**src/rtl/pattern_generator.sv**
```systemverilog
`timescale 1ns/1ps
// pattern_generator
// Programmable 4-channel stimulus source. Holds DEPTH 4-bit patterns and
// plays steps 0..len out on a registered bus. Each step is held for hold+1
// cycles. Playback is one-shot, or a continuous loop when the build enables it.
//
// Build option:
//   PATGEN_LOOP_EN  defined   -> loop input honoured (continuous playback)
//                   undefined -> loop ignored, every run is one-shot
//
// Ports:
//   clk          clock, rising edge
//   rst          asynchronous active-high reset
//   wr_en        write wr_data into slot wr_addr (any state)
//   wr_addr      slot index [AW-1:0]
//   wr_data      pattern value [3:0]
//   len          index of last step, captured at start
//   hold         extra cycles per step, captured at start
//   loop         continuous playback request, captured at start
//   start        begin playback (ignored while running)
//   stop         abort playback (wins over start)
//   out_data     current pattern (0 when idle)
//   step_strobe  pulse in the first cycle of every step
//   busy         high while playing
//   done         pulse when a one-shot sequence completes
module pattern_generator #(
    parameter int unsigned DEPTH  = 8,
    parameter int unsigned HOLD_W = 8,
    localparam int unsigned AW    = $clog2(DEPTH)
) (
    input  logic              clk,
    input  logic              rst,
    input  logic              wr_en,
    input  logic [AW-1:0]     wr_addr,
    input  logic [3:0]        wr_data,
    input  logic [AW-1:0]     len,
    input  logic [HOLD_W-1:0] hold,
    input  logic              loop,
    input  logic              start,
    input  logic              stop,
    output logic [3:0]        out_data,
    output logic              step_strobe,
    output logic              busy,
    output logic              done
);

    localparam logic [0:0] IDLE = 1'b0;
    localparam logic [0:0] RUN  = 1'b1;

    logic [0:0]        state, state_d;
    logic [AW-1:0]     idx, idx_d;
    logic [AW-1:0]     len_r, len_d;
    logic [HOLD_W-1:0] cnt, cnt_d;
    logic [HOLD_W-1:0] hold_r, hold_d;
    logic              loop_r, loop_d;
    logic              step_strobe_d;
    logic              busy_d;
    logic              done_d;
    logic [3:0]        out_data_d;
    logic [3:0]        rd_data_c;

    logic [3:0]        mem [DEPTH];

`ifndef PATGEN_LOOP_EN
    // Loop request has no effect in this build.
    logic unused_loop;
    assign unused_loop = loop;
`endif

    // Pattern memory: cleared on reset, writable in any state.
    always_ff @(posedge clk or posedge rst) begin
        if (rst) begin
            for (int i = 0; i < int'(DEPTH); i++) begin
                mem[i] <= 4'h0;
            end
        end else if (wr_en) begin
            mem[wr_addr] <= wr_data;
        end
    end

    // State and output registers.
    always_ff @(posedge clk or posedge rst) begin
        if (rst) begin
            state       <= IDLE;
            idx         <= '0;
            cnt         <= '0;
            len_r       <= '0;
            hold_r      <= '0;
            loop_r      <= 1'b0;
            out_data    <= 4'h0;
            step_strobe <= 1'b0;
            busy        <= 1'b0;
            done        <= 1'b0;
        end else begin
            state       <= state_d;
            idx         <= idx_d;
            cnt         <= cnt_d;
            len_r       <= len_d;
            hold_r      <= hold_d;
            loop_r      <= loop_d;
            out_data    <= out_data_d;
            step_strobe <= step_strobe_d;
            busy        <= busy_d;
            done        <= done_d;
        end
    end

    // Next-state and next-output logic.
    always_comb begin
        state_d       = state;
        idx_d         = idx;
        cnt_d         = cnt;
        len_d         = len_r;
        hold_d        = hold_r;
        loop_d        = loop_r;
        step_strobe_d = 1'b0;
        done_d        = 1'b0;

        case (state)
            IDLE: begin
                if (start && !stop) begin
                    state_d       = RUN;
                    idx_d         = '0;
                    cnt_d         = hold;
                    len_d         = len;
                    hold_d        = hold;
`ifdef PATGEN_LOOP_EN
                    loop_d        = loop;
`else
                    loop_d        = 1'b0;
`endif
                    step_strobe_d = 1'b1;
                end
            end
            RUN: begin
                if (stop) begin
                    state_d = IDLE;
                    idx_d   = '0;
                    cnt_d   = '0;
                end else if (cnt != '0) begin
                    cnt_d = HOLD_W'(cnt - 1'b1);
                end else if (idx != len_r) begin
                    idx_d         = AW'(idx + 1'b1);
                    cnt_d         = hold_r;
                    step_strobe_d = 1'b1;
`ifdef PATGEN_LOOP_EN
                end else if (loop_r) begin
                    idx_d         = '0;
                    cnt_d         = hold_r;
                    step_strobe_d = 1'b1;
`endif
                end else begin
                    state_d = IDLE;
                    idx_d   = '0;
                    cnt_d   = '0;
                    done_d  = 1'b1;
                end
            end
            default: begin
                state_d = IDLE;
                idx_d   = '0;
                cnt_d   = '0;
            end
        endcase

        busy_d = (state_d == RUN);

        // Forward a same-cycle write so the presented slot updates next cycle.
        rd_data_c  = (wr_en && (wr_addr == idx_d)) ? wr_data : mem[idx_d];
        out_data_d = busy_d ? rd_data_c : 4'h0;
    end

endmodule

```
**config.mk**
```make
export PLATFORM = sky130hd
export DESIGN_NAME = pattern_generator
export DESIGN_NICKNAME = d
export VERILOG_FILES = /design/src/rtl/pattern_generator.sv
export SDC_FILE = /design/constraint.sdc
export NUM_CORES = 1
export LEC_CHECK = 0
export CORE_MARGIN = 5
export CORE_UTILIZATION = 40
export DETAILED_ROUTE_END_ITERATION = 16
export PLACE_DENSITY = 0.65
export SETUP_SLACK_MARGIN = 0.05
export SYNTH_ARGS = -nofsm -noshare
export SYNTH_HDL_FRONTEND = slang
export SYNTH_SLANG_ARGS = --single-unit
```
**constraint.sdc**
```tcl
create_clock -name clk -period 3.22 [get_ports clk]
set_clock_uncertainty 0.15 [all_clocks]
set_input_delay 0.644 -clock clk [delete_from_list [all_inputs] [get_ports clk]]
set_output_delay 0.644 -clock clk [all_outputs]
set_load 0.05 [all_outputs]
```
Word-level counts from Yosys, hierarchy flattened
Cells that the tools add are included.
Word-level totals
  register bits: 61
Cells by class
  $lt $le $gt $ge: 3
  equal/unequal tests: 3
  reduce and logical (&&, ||, !) cells: 6
  add/subtract/negate cells: 2
  muxes and demuxes: 30
  bitwise gates (word level): 3
Operators with widths (count)
  bitwise mux 32 bit: 1
  two-way mux 8 bit: 4
  two-way mux 4 bit: 5
  one-hot mux 8 bit (2 select lines): 1
  binary-select mux 4 bit (select 3 bit): 1
  demux 4 bit (select 3 bit): 1
  two-way mux 3 bit: 4
  two-way mux 1 bit: 10
  >= comparator 4 bit, second input constant: 2
  inverter 3 -> 4 bit: 2
  nonzero test 8 bit: 1
  subtractor 8 x 1 -> 8 bit, second input constant: 1
  one-hot mux 3 bit (2 select lines): 1
  < comparator 4 x 1 -> 1 bit, second input constant: 1
  one-hot mux 1 bit (2 select lines): 2
  adder 3 x 1 -> 3 bit, second input constant: 1
  == test 3 bit: 1
  logical AND 1 bit: 3
  inequality test 3 bit: 1
  inequality test 2 bit, second input constant: 1
  AND reduction 2 bit: 1
  logical NOT 1 bit: 1
  inverter 1 bit: 1

Logic depth before layout (Yosys ltp)
  depth in word-level cells: 11
  depth in mapped cells: 12
  depth with buffers taken out: 10

Worst setup path before layout
No wires, ideal clock.
  path kind: reg2reg
  from: reg state
  to: reg out_data[0]
  library setup time: 101 ps
  data arrival time: 2239 ps
  data required time: 2969 ps
  stages on the path, launching flop included: 11
  slack: 730 ps
  cell sequence: dfrtp_1 -> nand2b_1 -> nor3b_1 -> nand3_2 -> and3_1 -> buf_6 -> clkinv_2 -> buf_6 -> nand2_1 -> a32o_1 -> o32ai_1
Between the ends
  cells in the longest elaborated chain, start to end: 8
  elaborated cells on any way between the ends: 11
Ends and longest elaborated chain
  start, declared: RTL line 50  | logic [0:0] state, state_d;
  start signal, assigned: RTL line 95  | state <= state_d;
  inverter 1 bit (no line)
  one-hot mux 3 bit (2 select lines) (*): RTL line 119  | case (state)
  named net idx_d[2]: RTL line 51  | logic [AW-1:0] idx, idx_d;
  inverter 3 -> 4 bit (not written as such): RTL line 169  | rd_data_c = (wr_en && (wr_addr == idx_d)) ? wr_data : mem[idx_d];
  binary-select mux 4 bit (select 3 bit): RTL line 169
  two-way mux 4 bit (not written as such) (2 in series): RTL line 169
  two-way mux 4 bit (*): RTL line 169
  two-way mux 4 bit (*): RTL line 170  | out_data_d = busy_d ? rd_data_c : 4'h0;
  named net out_data_d[0]: RTL line 59  | logic [3:0] out_data_d;
  end signal, assigned: RTL line 101  | out_data <= out_data_d;
  end, declared: RTL line 41  | output logic [3:0] out_data,
The timed path passes the listed nets; every way through them passes the cells marked *. The select of a mux whose other input is x is not followed.
A chain may end at the register's enable or synchronous reset.

Worst setup path after layout
  from: in stop
  to: reg out_data[2]
Between the ends
  cells in the longest elaborated chain, start to end: 10
  elaborated cells on any way between the ends: 16
Ends and longest elaborated chain
  start, declared: RTL line 40  | input logic stop,
  logical NOT 1 bit: RTL line 121  | if (start && !stop) begin
  logical AND 1 bit: RTL line 121
  two-way mux 3 bit: RTL line 121
  one-hot mux 3 bit (2 select lines): RTL line 119
  inverter 3 -> 4 bit (not written as such): RTL line 169
  binary-select mux 4 bit (select 3 bit): RTL line 169
  two-way mux 4 bit (not written as such) (2 in series): RTL line 169
  two-way mux 4 bit: RTL line 169
  two-way mux 4 bit (*): RTL line 170
  named net out_data_d[2]: RTL line 59
Marks and branches as above.

==> impl_metrics.py <==
metrics = {
    "run_status": {
        "status": "finished, final reports clean",
    },
    "sta": {
        "period_minus_slack_ns": 2.85,
        "fmax_ghz": 0.351,
        "worst_pin_slew_ns": 0.643,
        "fin_crit_sh": 0.884,
        "tns_ns": 0,
        "drv_slew": 0,
        "final-hold-violation-count": 0,
        "setup_viol": 0,
        "max_slew_margin": 0.568,
        "rsz0062_at_grt": "false",
    },
    "setup_path": {
        "required_ns": 3.29,
        "critPathLaunch": "stop",
        "path_cells": "clkdlybuf4s50_1 > nand2b_1 > nor3b_1 > a32oi_1 > and3_1 > clkinv_2 > xnor2_1 > a41o_1 > o32ai_1",
        "cp-start-kind": "input port",
        "critPathKind": "input port to register",
        "cp_slowest_cell": "clkdlybuf4s50_1",
        "crit_fanout": 11,
        "timing.critical_path.to_type": "register",
        "r2r_cells": 8,
        "r2r_start": "cnt[3]",
        "cpPeakStageDelay_ns": 0.50,
        "r2r_setup_slack_ns": 0.46,
        "crit_arrival_ns": 2.91,
        "regToRegEndpoint": "out_data[2]",
    },
    "worst_hold_path": {
        "min_delay_path_depth": 2,
        "worstHoldPathType": "register to register",
        "hp-start": "hold_r[1]",
        "hold_path_end": "cnt[1]",
    },
    "floorplanning": {
        "row_count": 31,
        "start_util": 0.412,
        "dieWidth_um": 96.7,
        "core_area_mm2": 0.00729,
        "ios": 31,
        "fp.dieH_um": 96.7,
        "die-area_mm2": 0.00934,
    },
    "logic_synthesis": {
        "yosys.area.top_type": "dfrtp_1",
        "synth-main-ff-cell": "dfrtp_1",
        "yosysTopAreaCellShare": 0.508,
        "syn_area_mm2": 0.00300,
        "synth_cells": 280,
        "yosysMostFrequentCell": "dfrtp_1",
        "syn_avg_cell_area_um2": 10.7,
        "yosys-top-cells-count": "dfrtp_1 (61), nand2_1 (44), mux2_2 (27)",
        "syn_nets": 307,
        "synth_edf_count": 0,
        "synthTopCellsByArea": "dfrtp_1 (51%), mux2_2 (10%), nand2_1 (5.5%)",
        "synth.yosys.warnings": 0,
        "async_reset_ff_frac": 1.00,
        "ys_seq_area_frac": 0.508,
        "synth.distinct_cells": 43,
        "synth-seq-cells": 61,
    },
    "place": {
        "dp.cells": 404,
        "hpwl_um": 4710,
        "placed_area_mm2": 0.00343,
        "gp_congestion": 0.828,
        "port_buffers": 29,
    },
    "route": {
        "remaining_drc_errors": 0,
        "routedWlPerCell_um": 15.3,
        "ant_nets": 0,
        "vias": 2197,
        "vias_per_cell": 5.24,
        "wl_um": 6410,
        "drtIter0Drc": 168,
        "first_pass_iters": 5,
    },
    "cts": {
        "cts.path.max_buffers": 2,
        "clock_latency_ns": 0.34,
        "numCtsBuffers": 9,
        "ctsHtreeMaxLevel": 3,
        "cts_tree": "built",
        "clock-sinks": 61,
        "cts_setup_buffers": 0,
        "clkSlewWorstSetupHoldPaths_ns": 0.07,
        "cts-hold-fix-buffers": 0,
        "cts_resized": 0,
        "cts_root_buf": "clkbuf_8",
    },
    "finish": {
        "regArea_mm2": 0.00153,
        "final_cells": 419,
        "nets": 343,
        "area_growth_pct": 21.3,
        "num-fill-cells": 678,
        "final_cell_area_mm2": 0.00364,
        "drive_above_1_share": 0.169,
        "insertedDiodeCount": 0,
        "multi_input_area_mm2": 0.00137,
    },
    "grt": {
        "grt_pass1_vias": 2193,
        "grt_pass1_wl_um": 11100,
        "grt_antenna_before_repair": 0,
        "grt_overflow": 0,
        "grt_use_total": 0.146,
        "grt_max_degree": 35,
    },
    "power_and_ir_drop": {
        "ir_worst_vdd_mv": 0.270,
        "leakagePower_uw": 0.00159,
        "power_density_mw_per_mm2": 620,
    },
    "job": {
        "maxCapViolations": 0,
    },
}
-- sequential cells by signal, indices dropped and copies added (netlist names) --
name and count:
cnt 8, done 1, hold_r 8, idx 3, len_r 3, mem 32
out_data 4, state 1, step_strobe 1
-- layer usage --
metal / global-route usage / part of all wire
met5: 0 / 0
met4: 0.0454 / 0.015
met3: 0.0504 / 0.064
met2: 0.206 / 0.43
met1: 0.210 / 0.49
-- stage by stage --
stage               total power (uW)  setup WS (ns)  utilization  hold WS [ns]
floorplan                       1380          0.730            -         0.292
CTS                             2280          0.402        0.500         0.325
global route                    2380          0.230        0.500         0.355
finish                          2260          0.374        0.500         0.325
global placement                1520         0.0807        0.470         0.303
detailed placement              1530         0.0740        0.470         0.308
-- how the worst max path moves through the flow --
stage / slack [ns] / cells after the start / end
2_1_floorplan: 0.73 / 10 / out_data[0]
6_report: 0.37 / 9 / out_data[2]
3_3_place_gp: 0.08 / 9 / out_data[2]
4_1_cts: 0.40 / 9 / out_data[2]
5_1_grt: 0.23 / 9 / out_data[2]
3_5_place_dp: 0.07 / 9 / out_data[2]
-- power by group --
| group | internal (uW) | total (uW) | switching [uW] |
|---|---|---|---|
| Sequential | 917 | 1020 | 107 |
| Clock | 451 | 742 | 291 |
| Combinational | 237 | 495 | 258 |
-- logic make-up after synthesis --
| kind of cell | count (synthesis) | synth area share |
|---|---|---|
| DFF | 61 | 0.508 |
| muxes | 36 | 0.131 |
| AOI/OAI and AO/OA | 56 | 0.127 |
| xor gates and xnor gates | 10 | 0.0292 |
| buffers and inverters | 22 | 0.0358 |
| adders and majority gates | 3 | 0.0125 |
| and+or+nand+nor | 92 | 0.156 |
-- placed cells by master, fill, tap and decap left out, types with 2 or more instances in the layout --
cell / Yosys / final
dfrtp_1: 61 / 61
nand2_1: 44 / 44
clkdlybuf4s50_1: 0 / 29
mux2_2: 27 / 27
o21ai_0: 22 / 22
clkbuf_8: 0 / 10
inv_1: 10 / 9
nor2_1: 9 / 9
mux2i_1: 9 / 9
xnor2_1: 8 / 8
a32o_1: 8 / 8
nor3b_1: 7 / 7
nor3_1: 6 / 6
and3_1: 5 / 5
buf_4: 2 / 5
nand2b_1: 4 / 4
nor2b_1: 4 / 4
a21oi_1: 4 / 4
nand3_1: 4 / 4
o32ai_1: 4 / 4
a22oi_1: 4 / 4
nand4b_1: 3 / 3
a31oi_1: 3 / 3
ha_1: 3 / 3
nand3_2: 2 / 2
clkinv_2: 1 / 2
o22ai_1: 2 / 2
xor2_1: 2 / 2
bufinv_16: 0 / 2
buf_12: 0 / 2
-- final cells by class --
| type | instances | area share |
|---|---|---|
| clock inverter | 4 | 0.0199 |
| inverter | 11 | 0.0117 |
| multi-input combinational | 197 | 0.376 |
| timing repair buffer | 36 | 0.101 |
| sequential | 61 | 0.419 |
| clock buffer | 11 | 0.0388 |
| tap | 99 | 0.0340 |
-- critical path, delay by kind of cell --
kind	cells	cell delay, ns
and+or+nand+nor	3	0.60
buffers and inverters	2	0.71
xor gates and xnor gates	1	0.19
AOI/OAI and AO/OA	3	0.77
Power figures use the tool's default switching activity.
